File: config.mk
export PLATFORM = sky130hd
export DESIGN_NAME = tile_conv2d_mac
export DESIGN_NICKNAME = d
export VERILOG_FILES = /design/src/rtl/tile_conv2d_mac.sv
export SDC_FILE = /design/constraint.sdc
export NUM_CORES = 2
export LEC_CHECK = 0
export BUFFER_PORTS_ARGS = -buffer_cell sky130_fd_sc_hd__buf_2
export CORE_ASPECT_RATIO = 0.6
export CORE_MARGIN = 2
export CORE_UTILIZATION = 24
export CTS_BUF_LIST = sky130_fd_sc_hd__clkbuf_8
export DETAILED_ROUTE_END_ITERATION = 10
export GPL_TIMING_DRIVEN = 0
export HOLD_SLACK_MARGIN = 0.15
export PLACE_DENSITY = 0.47
export SLEW_MARGIN = 15
export SYNTH_ARGS = -nofsm -noshare
export SYNTH_HDL_FRONTEND = slang
export SYNTH_SLANG_ARGS = --single-unit
File: constraint.sdc
create_clock -name clk -period 6.46 [get_ports clk]
set_input_delay 1.615 -clock clk [delete_from_list [all_inputs] [get_ports clk]]
set_output_delay 1.615 -clock clk [all_outputs]
set_load 0.01 [all_outputs]
File: src/rtl/tile_conv2d_mac.sv
// ============================================================================
// tile_conv2d_mac: 4-stage WIN_SIZE x WIN_SIZE convolution MAC with bias, rounding
// shift and saturation. Optional macro CONV_RELU_EN clamps negative results to 0.
// Rev 1.0
// ============================================================================
`default_nettype none

module tile_conv2d_mac #(
  parameter int DATA_W   = 8,
  parameter int COEF_W   = 8,
  parameter int WIN_SIZE = 3,
  parameter int OUT_W    = 8
) (
  input  logic                                          clk,
  input  logic                                          rst,
  input  logic                                          coef_valid_i,
  input  logic [COEF_W-1:0]                             coef_data_i,
  input  logic                                          coef_clear_i,
  output logic                                          coef_ready_o,
  input  logic                                          win_valid_i,
  input  logic [WIN_SIZE-1:0][WIN_SIZE-1:0][DATA_W-1:0] window_i,
  input  logic [15:0]                                   cfg_bias_i,
  input  logic [4:0]                                    cfg_shift_i,
  output logic                                          out_valid_o,
  output logic [OUT_W-1:0]                              out_pixel_o,
  output logic [15:0]                                   drop_cnt_o
);

  localparam int K      = WIN_SIZE * WIN_SIZE;
  localparam int IDX_W  = (K > 1) ? $clog2(K) : 1;
  localparam int ACC_W  = DATA_W + COEF_W + 2 + $clog2(K);
  localparam int PROD_W = DATA_W + 1 + COEF_W;
  localparam int ROW_W  = PROD_W + $clog2(WIN_SIZE + 1);
  // Wide enough that a rounding term of 2^30 can never wrap
  localparam int RND_W  = ACC_W + 32;
  localparam logic signed [RND_W-1:0] SAT_MAX = RND_W'((64'd1 << (OUT_W - 1)) - 64'd1);
  localparam logic signed [RND_W-1:0] SAT_MIN = ~SAT_MAX;

  typedef enum logic [0:0] {
    LOAD = 1'b0,
    RUN  = 1'b1
  } state_e;

  state_e                   state_q, state_d;
  logic [IDX_W-1:0]         idx_q, idx_d;
  logic [K-1:0][COEF_W-1:0] coef_q, coef_d;
  logic [15:0]              drop_q, drop_d;
  logic                     w_accept;

  assign w_accept = win_valid_i && (state_q == RUN) && !coef_clear_i;

  always_comb begin
    state_d = state_q;
    idx_d   = idx_q;
    coef_d  = coef_q;
    unique case (state_q)
      LOAD: begin
        if (coef_clear_i) begin
          idx_d = '0;
        end else if (coef_valid_i) begin
          coef_d[idx_q] = coef_data_i;
          if (idx_q == IDX_W'(K - 1)) begin
            state_d = RUN;
            idx_d   = '0;
          end else begin
            idx_d = idx_q + IDX_W'(1);
          end
        end
      end
      RUN: begin
        if (coef_clear_i) begin
          state_d = LOAD;
          idx_d   = '0;
        end
      end
      default: state_d = LOAD;
    endcase
  end

  always_comb begin
    drop_d = drop_q;
    if (win_valid_i && !w_accept && (drop_q != 16'hFFFF)) begin
      drop_d = drop_q + 16'd1;
    end
  end

  always_ff @(posedge clk) begin
    if (rst) begin
      state_q <= LOAD;
      idx_q   <= '0;
      coef_q  <= '0;
      drop_q  <= '0;
    end else begin
      state_q <= state_d;
      idx_q   <= idx_d;
      coef_q  <= coef_d;
      drop_q  <= drop_d;
    end
  end

  // S1 operands: pixel zero-extended, coefficient sign-extended
  logic [K-1:0][PROD_W-1:0] w_prod;
  for (genvar k = 0; k < K; k++) begin : g_prod
    logic signed [PROD_W-1:0] w_pix;
    logic signed [PROD_W-1:0] w_coef;
    assign w_pix     = PROD_W'(window_i[k / WIN_SIZE][k % WIN_SIZE]);
    assign w_coef    = {{(PROD_W - COEF_W){coef_q[k][COEF_W-1]}}, coef_q[k]};
    assign w_prod[k] = w_pix * w_coef;
  end

  logic                           s1_valid_q, s2_valid_q, s3_valid_q, out_valid_q;
  logic [K-1:0][PROD_W-1:0]       s1_prod_q;
  logic [WIN_SIZE-1:0][ROW_W-1:0] s2_row_q;
  logic signed [ACC_W-1:0]        s3_acc_q;
  logic [15:0]                    s1_bias_q, s2_bias_q;
  logic [4:0]                     s1_shift_q, s2_shift_q, s3_shift_q;
  logic [OUT_W-1:0]               out_pixel_q;

  logic [WIN_SIZE-1:0][ROW_W-1:0] w_row;
  always_comb begin
    w_row = '0;
    for (int r = 0; r < WIN_SIZE; r++) begin
      for (int c = 0; c < WIN_SIZE; c++) begin
        w_row[r] = w_row[r] + {{(ROW_W - PROD_W){s1_prod_q[r*WIN_SIZE+c][PROD_W-1]}},
                               s1_prod_q[r*WIN_SIZE+c]};
      end
    end
  end

  logic signed [ACC_W-1:0] w_total;
  always_comb begin
    w_total = {{(ACC_W - 16){s2_bias_q[15]}}, s2_bias_q};
    for (int r = 0; r < WIN_SIZE; r++) begin
      w_total = w_total + {{(ACC_W - ROW_W){s2_row_q[r][ROW_W-1]}}, s2_row_q[r]};
    end
  end

  logic signed [RND_W-1:0] w_rnd, w_shr;
  logic [OUT_W-1:0]        w_sat, w_out;
  always_comb begin
    w_rnd = {{(RND_W - ACC_W){s3_acc_q[ACC_W-1]}}, s3_acc_q};
    if (s3_shift_q != 5'd0) begin
      w_rnd = w_rnd + (RND_W'(1) << (s3_shift_q - 5'd1));
    end
    w_shr = w_rnd >>> s3_shift_q;
    if (w_shr > SAT_MAX) begin
      w_sat = SAT_MAX[OUT_W-1:0];
    end else if (w_shr < SAT_MIN) begin
      w_sat = SAT_MIN[OUT_W-1:0];
    end else begin
      w_sat = w_shr[OUT_W-1:0];
    end
`ifdef CONV_RELU_EN
    w_out = w_sat[OUT_W-1] ? '0 : w_sat;
`else
    w_out = w_sat;
`endif
  end

  // Bias and shift ride along with each window so config changes affect only later windows
  always_ff @(posedge clk) begin
    if (rst) begin
      s1_valid_q  <= 1'b0;
      s2_valid_q  <= 1'b0;
      s3_valid_q  <= 1'b0;
      out_valid_q <= 1'b0;
      s1_prod_q   <= '0;
      s2_row_q    <= '0;
      s3_acc_q    <= '0;
      s1_bias_q   <= '0;
      s2_bias_q   <= '0;
      s1_shift_q  <= '0;
      s2_shift_q  <= '0;
      s3_shift_q  <= '0;
      out_pixel_q <= '0;
    end else begin
      s1_valid_q  <= w_accept;
      s2_valid_q  <= s1_valid_q;
      s3_valid_q  <= s2_valid_q;
      out_valid_q <= s3_valid_q;
      if (w_accept) begin
        s1_prod_q  <= w_prod;
        s1_bias_q  <= cfg_bias_i;
        s1_shift_q <= cfg_shift_i;
      end
      if (s1_valid_q) begin
        s2_row_q   <= w_row;
        s2_bias_q  <= s1_bias_q;
        s2_shift_q <= s1_shift_q;
      end
      if (s2_valid_q) begin
        s3_acc_q   <= w_total;
        s3_shift_q <= s2_shift_q;
      end
      if (s3_valid_q) begin
        out_pixel_q <= w_out;
      end
    end
  end

  assign coef_ready_o = (state_q == RUN);
  assign out_valid_o  = out_valid_q;
  assign out_pixel_o  = out_pixel_q;
  assign drop_cnt_o   = drop_q;

endmodule

`default_nettype wire

==> reports/metrics.csv <==
metric,value,unit
synth_warnings,0,
rows,120,
yosys.area.top_type_share,0.199,
post-route-period-util,0.999,
dr.first_iter.drc_count,3725,
arrival,7.00,ns
grt_max_degree,14,
drc,0,
seqCellArea,7690,um^2
grt-ovfl-total,0,
power.density,110,nW/um^2
yosys.area.top_type,fa_1,
multi_input_area,32700,um^2
ys_ff_latch,384,
grt_pass1_vias,35900,
syn_to_final_growth,14.2,%
routabilityCongestion,0.951,
final_util,0.276,
synthMuxAreaShare,0.0326,
synth.distinct_cells,95,
run_status,"complete, no violations",
worst_r2r_endpoint,out_pixel_o[6]$_SDFFE_PP0P_,
drv_slew,0,
clock_sinks,384,
critPathCapture,out_pixel_o[6]$_SDFFE_PP0P_,
drv_cap,0,
syn_avg_cell_area,8.23,um^2
synthTopCellsByArea,"fa_1 20%, dfxtp_1 18%, ha_1 14%, nand2_1 6.0%, inv_1 5.4%",
crit_path_end_kind,flop,
vias,38000,
synth_xor_area_frac,0.0323,
ys_dominant_reg_cell,dfxtp_1,
synth-adder-area-share,0.343,
die_x,551,um
fmax,155,MHz
synth_fp_nets,6259,
synth_cells,5229,
crit_required,7.01,ns
first_pass_iters,6,
track_usage,0.173,
worst_pin_slew,1.21,ns
hold_class,flop to flop,
fin_setup_tns,0,ns
fin_crit,6.46,ns
p_leak,22.3,nW
async_reset_ff_frac,0,
yosysMostFrequentCell,nand2_1,
critPathKind,flop to flop,
setup_violations,0,
yosys.area_share.simple,0.199,
cp_max_fo,10,
io_buffer_count,122,
wl_per_cell,20.4,um
cts_made_buffers,70,
reg2reg_slack,0.004,ns
r2r_cells,25,
vias_per_cell,4.82,
clock_latency,0.75,ns
dieHeight,332,um
ant_nets,0,
synth_top_family_by_area,adder cells,
grt_pass1_wl,237000,um
slew-limit-headroom,0.193,
hold_viol_final,0,
synth-edff-count,0,
cts_tree,done,
nets,6476,
r2r-start,s3_shift_q[0]$_SDFFE_PP0P_,
p_total,0.00539,W
antenna_found_initial,26,
fin_hold_ws,0.455,ns
wirelength,161000,um
h-tree-depth,3,
fillers,19500,
yosysSeqAreaShare,0.179,
drive_above_1_share,0.0864,
io_pins,132,
synthesis.area,43100,um^2
clockBufferDepth,3,
crit_start,s3_shift_q[0]$_SDFFE_PP0P_,
peakVddDrop,0.105,mV
yosys-top-cells-count,"691 x nand2_1, 622 x inv_1, 497 x ha_1",
clock_skew,0.0718,ns
root_buffer,clkbuf_8,
dp_hpwl,132000,um
start_util,0.241,
clk_pin_slew,0.06,ns
cp-start-kind,flop,
die_area,183000,um^2
synth_compound_area_frac,0.139,
core,178000,um^2
sequential cells by signal (all words and copies together), names as in the netlist, 8 cells and up:
register,flops
s1_prod_q,153
s2_row_q,57
drop_cnt_o,16
out_pixel_o,8
s3_acc_q,22
s1_bias_q,16
coef_q,72
s2_bias_q,16
layer usage:
layer	up-vias	global-route usage	wire, um
li1	17800	-	-
met5	-	0	66
met1	18600	0.281	83900
met3	148	0.0443	15300
met4	10	0.0274	2130
met2	1379	0.222	59400
through the flow:
stage / area (um^2) / setup WS, ns / cells
floorplan: 43100 / 0.171 / 5229
global route: 49200 / -0.0809 / 7877
CTS: 48700 / 0.00494 / 7856
detailed placement: 46700 / -3.93 / 7733
global placement: 46600 / -4.16 / 7730
finish: 49200 / 0.00378 / 7879
report_power, final:
part	internal (W)	leakage (nW)	total, W	switching, W
Combinational	0.0000958	18.4	0.000359	0.000263
Sequential	0.00237	3.09	0.00238	0.0000101
Clock	0.00143	0.817	0.00265	0.00122
Total	0.00390	22.3	0.00539	0.00149
cells in the final DEF, fill, tap and decap left out, types with 12 or more instances in the layout:
cell	n
clkbuf_2	24
mux2_2	12
o22ai_1	13
o211ai_1	27
nor2b_1	32
nor3b_1	13
nand2_1	685
and2_1	310
a21boi_0	20
o21a_1	14
mux2i_1	101
buf_4	32
a21oi_1	411
a21o_1	43
o21bai_1	35
clkbuf_8	89
nand3_1	98
nor4_1	16
nand4_1	24
xnor2_1	117
xor2_1	41
a211oi_1	54
nand3b_1	12
clkbuf_1	144
nor2_1	381
o31a_1	13
nor3_1	89
buf_2	141
fa_1	426
ha_1	495
dfxtp_1	380
clkbuf_4	13
a31oi_1	25
and3_1	24
inv_1	630
o21ai_0	136
nand2b_1	71
how the worst min path moves through the flow:
stage | start | endpoint | slack [ns] | cells past startpoint
floorplan | s1_prod_q[0]$_SDFFE_PP0P_ | s1_prod_q[0]$_SDFFE_PP0P_ | 0.43 | 2
global placement | s1_prod_q[34]$_SDFFE_PP0P_ | s1_prod_q[34]$_SDFFE_PP0P_ | 0.44 | 2
detailed placement | s1_prod_q[34]$_SDFFE_PP0P_ | s1_prod_q[34]$_SDFFE_PP0P_ | 0.45 | 2
CTS | s1_prod_q[34]$_SDFFE_PP0P_ | s1_prod_q[34]$_SDFFE_PP0P_ | 0.45 | 2
global route | s1_prod_q[68]$_SDFFE_PP0P_ | s1_prod_q[68]$_SDFFE_PP0P_ | 0.47 | 2
finish | s1_prod_q[17]$_SDFFE_PP0P_ | s1_prod_q[17]$_SDFFE_PP0P_ | 0.46 | 2
critical path: stages, from the launching register on:
cell       delay, ns
dfxtp_4         0.42
clkbuf_8        0.23
buf_8           0.19
clkbuf_8        0.22
buf_6           0.20
buf_6           0.21
buf_6           0.19
nand2_1         0.17
nor2_1          0.16
ha_1            0.24
buf_2           0.18
a21oi_1         0.22
o21a_1          0.44
o2111ai_1       0.28
and3_1          0.23
clkbuf_1        0.15
xor2_1          0.20
mux2_2          0.30
mux4_2          0.56
o21ai_0         0.36
a211oi_1        0.17
nor3b_1         0.20
nand4_1         0.22
o31ai_4         0.27
buf_4           0.20
a211oi_1        0.08
kinds of logic (layout without fill, tap and decap cells):
kind of cell	Yosys count	after routing
adder cells (fa/ha/maj)	924	924
other	0	3
buffers and inverters	853	1120
flip-flops	384	384
multiplexers	125	125
AND/OR/NAND/NOR	1824	1825
XOR/XNOR	159	159
AO/OA/AOI/OAI	960	960
timing repair:
item                                    4_1_cts  5_1_grt
endpoints found under the hold margin         0        0
resized for setup                           119       90
hold buffers                                  0        0
endpoints found under the setup margin        8        9
cloned                                        0        1
pin swaps                                     7       22
setup buffers                                 8       21
layout make-up:
class,count,area share
buffer,219,0.0203
clock buffer,87,0.0244
inverter,624,0.0479
timing repair buffer,154,0.0175
clock inverter,36,0.00667
tap,2379,0.0605
multi-input combinational,3993,0.666
antenna,3,0.000153
sequential,384,0.157
No activity file was read; power rests on OpenSTA's default activity.
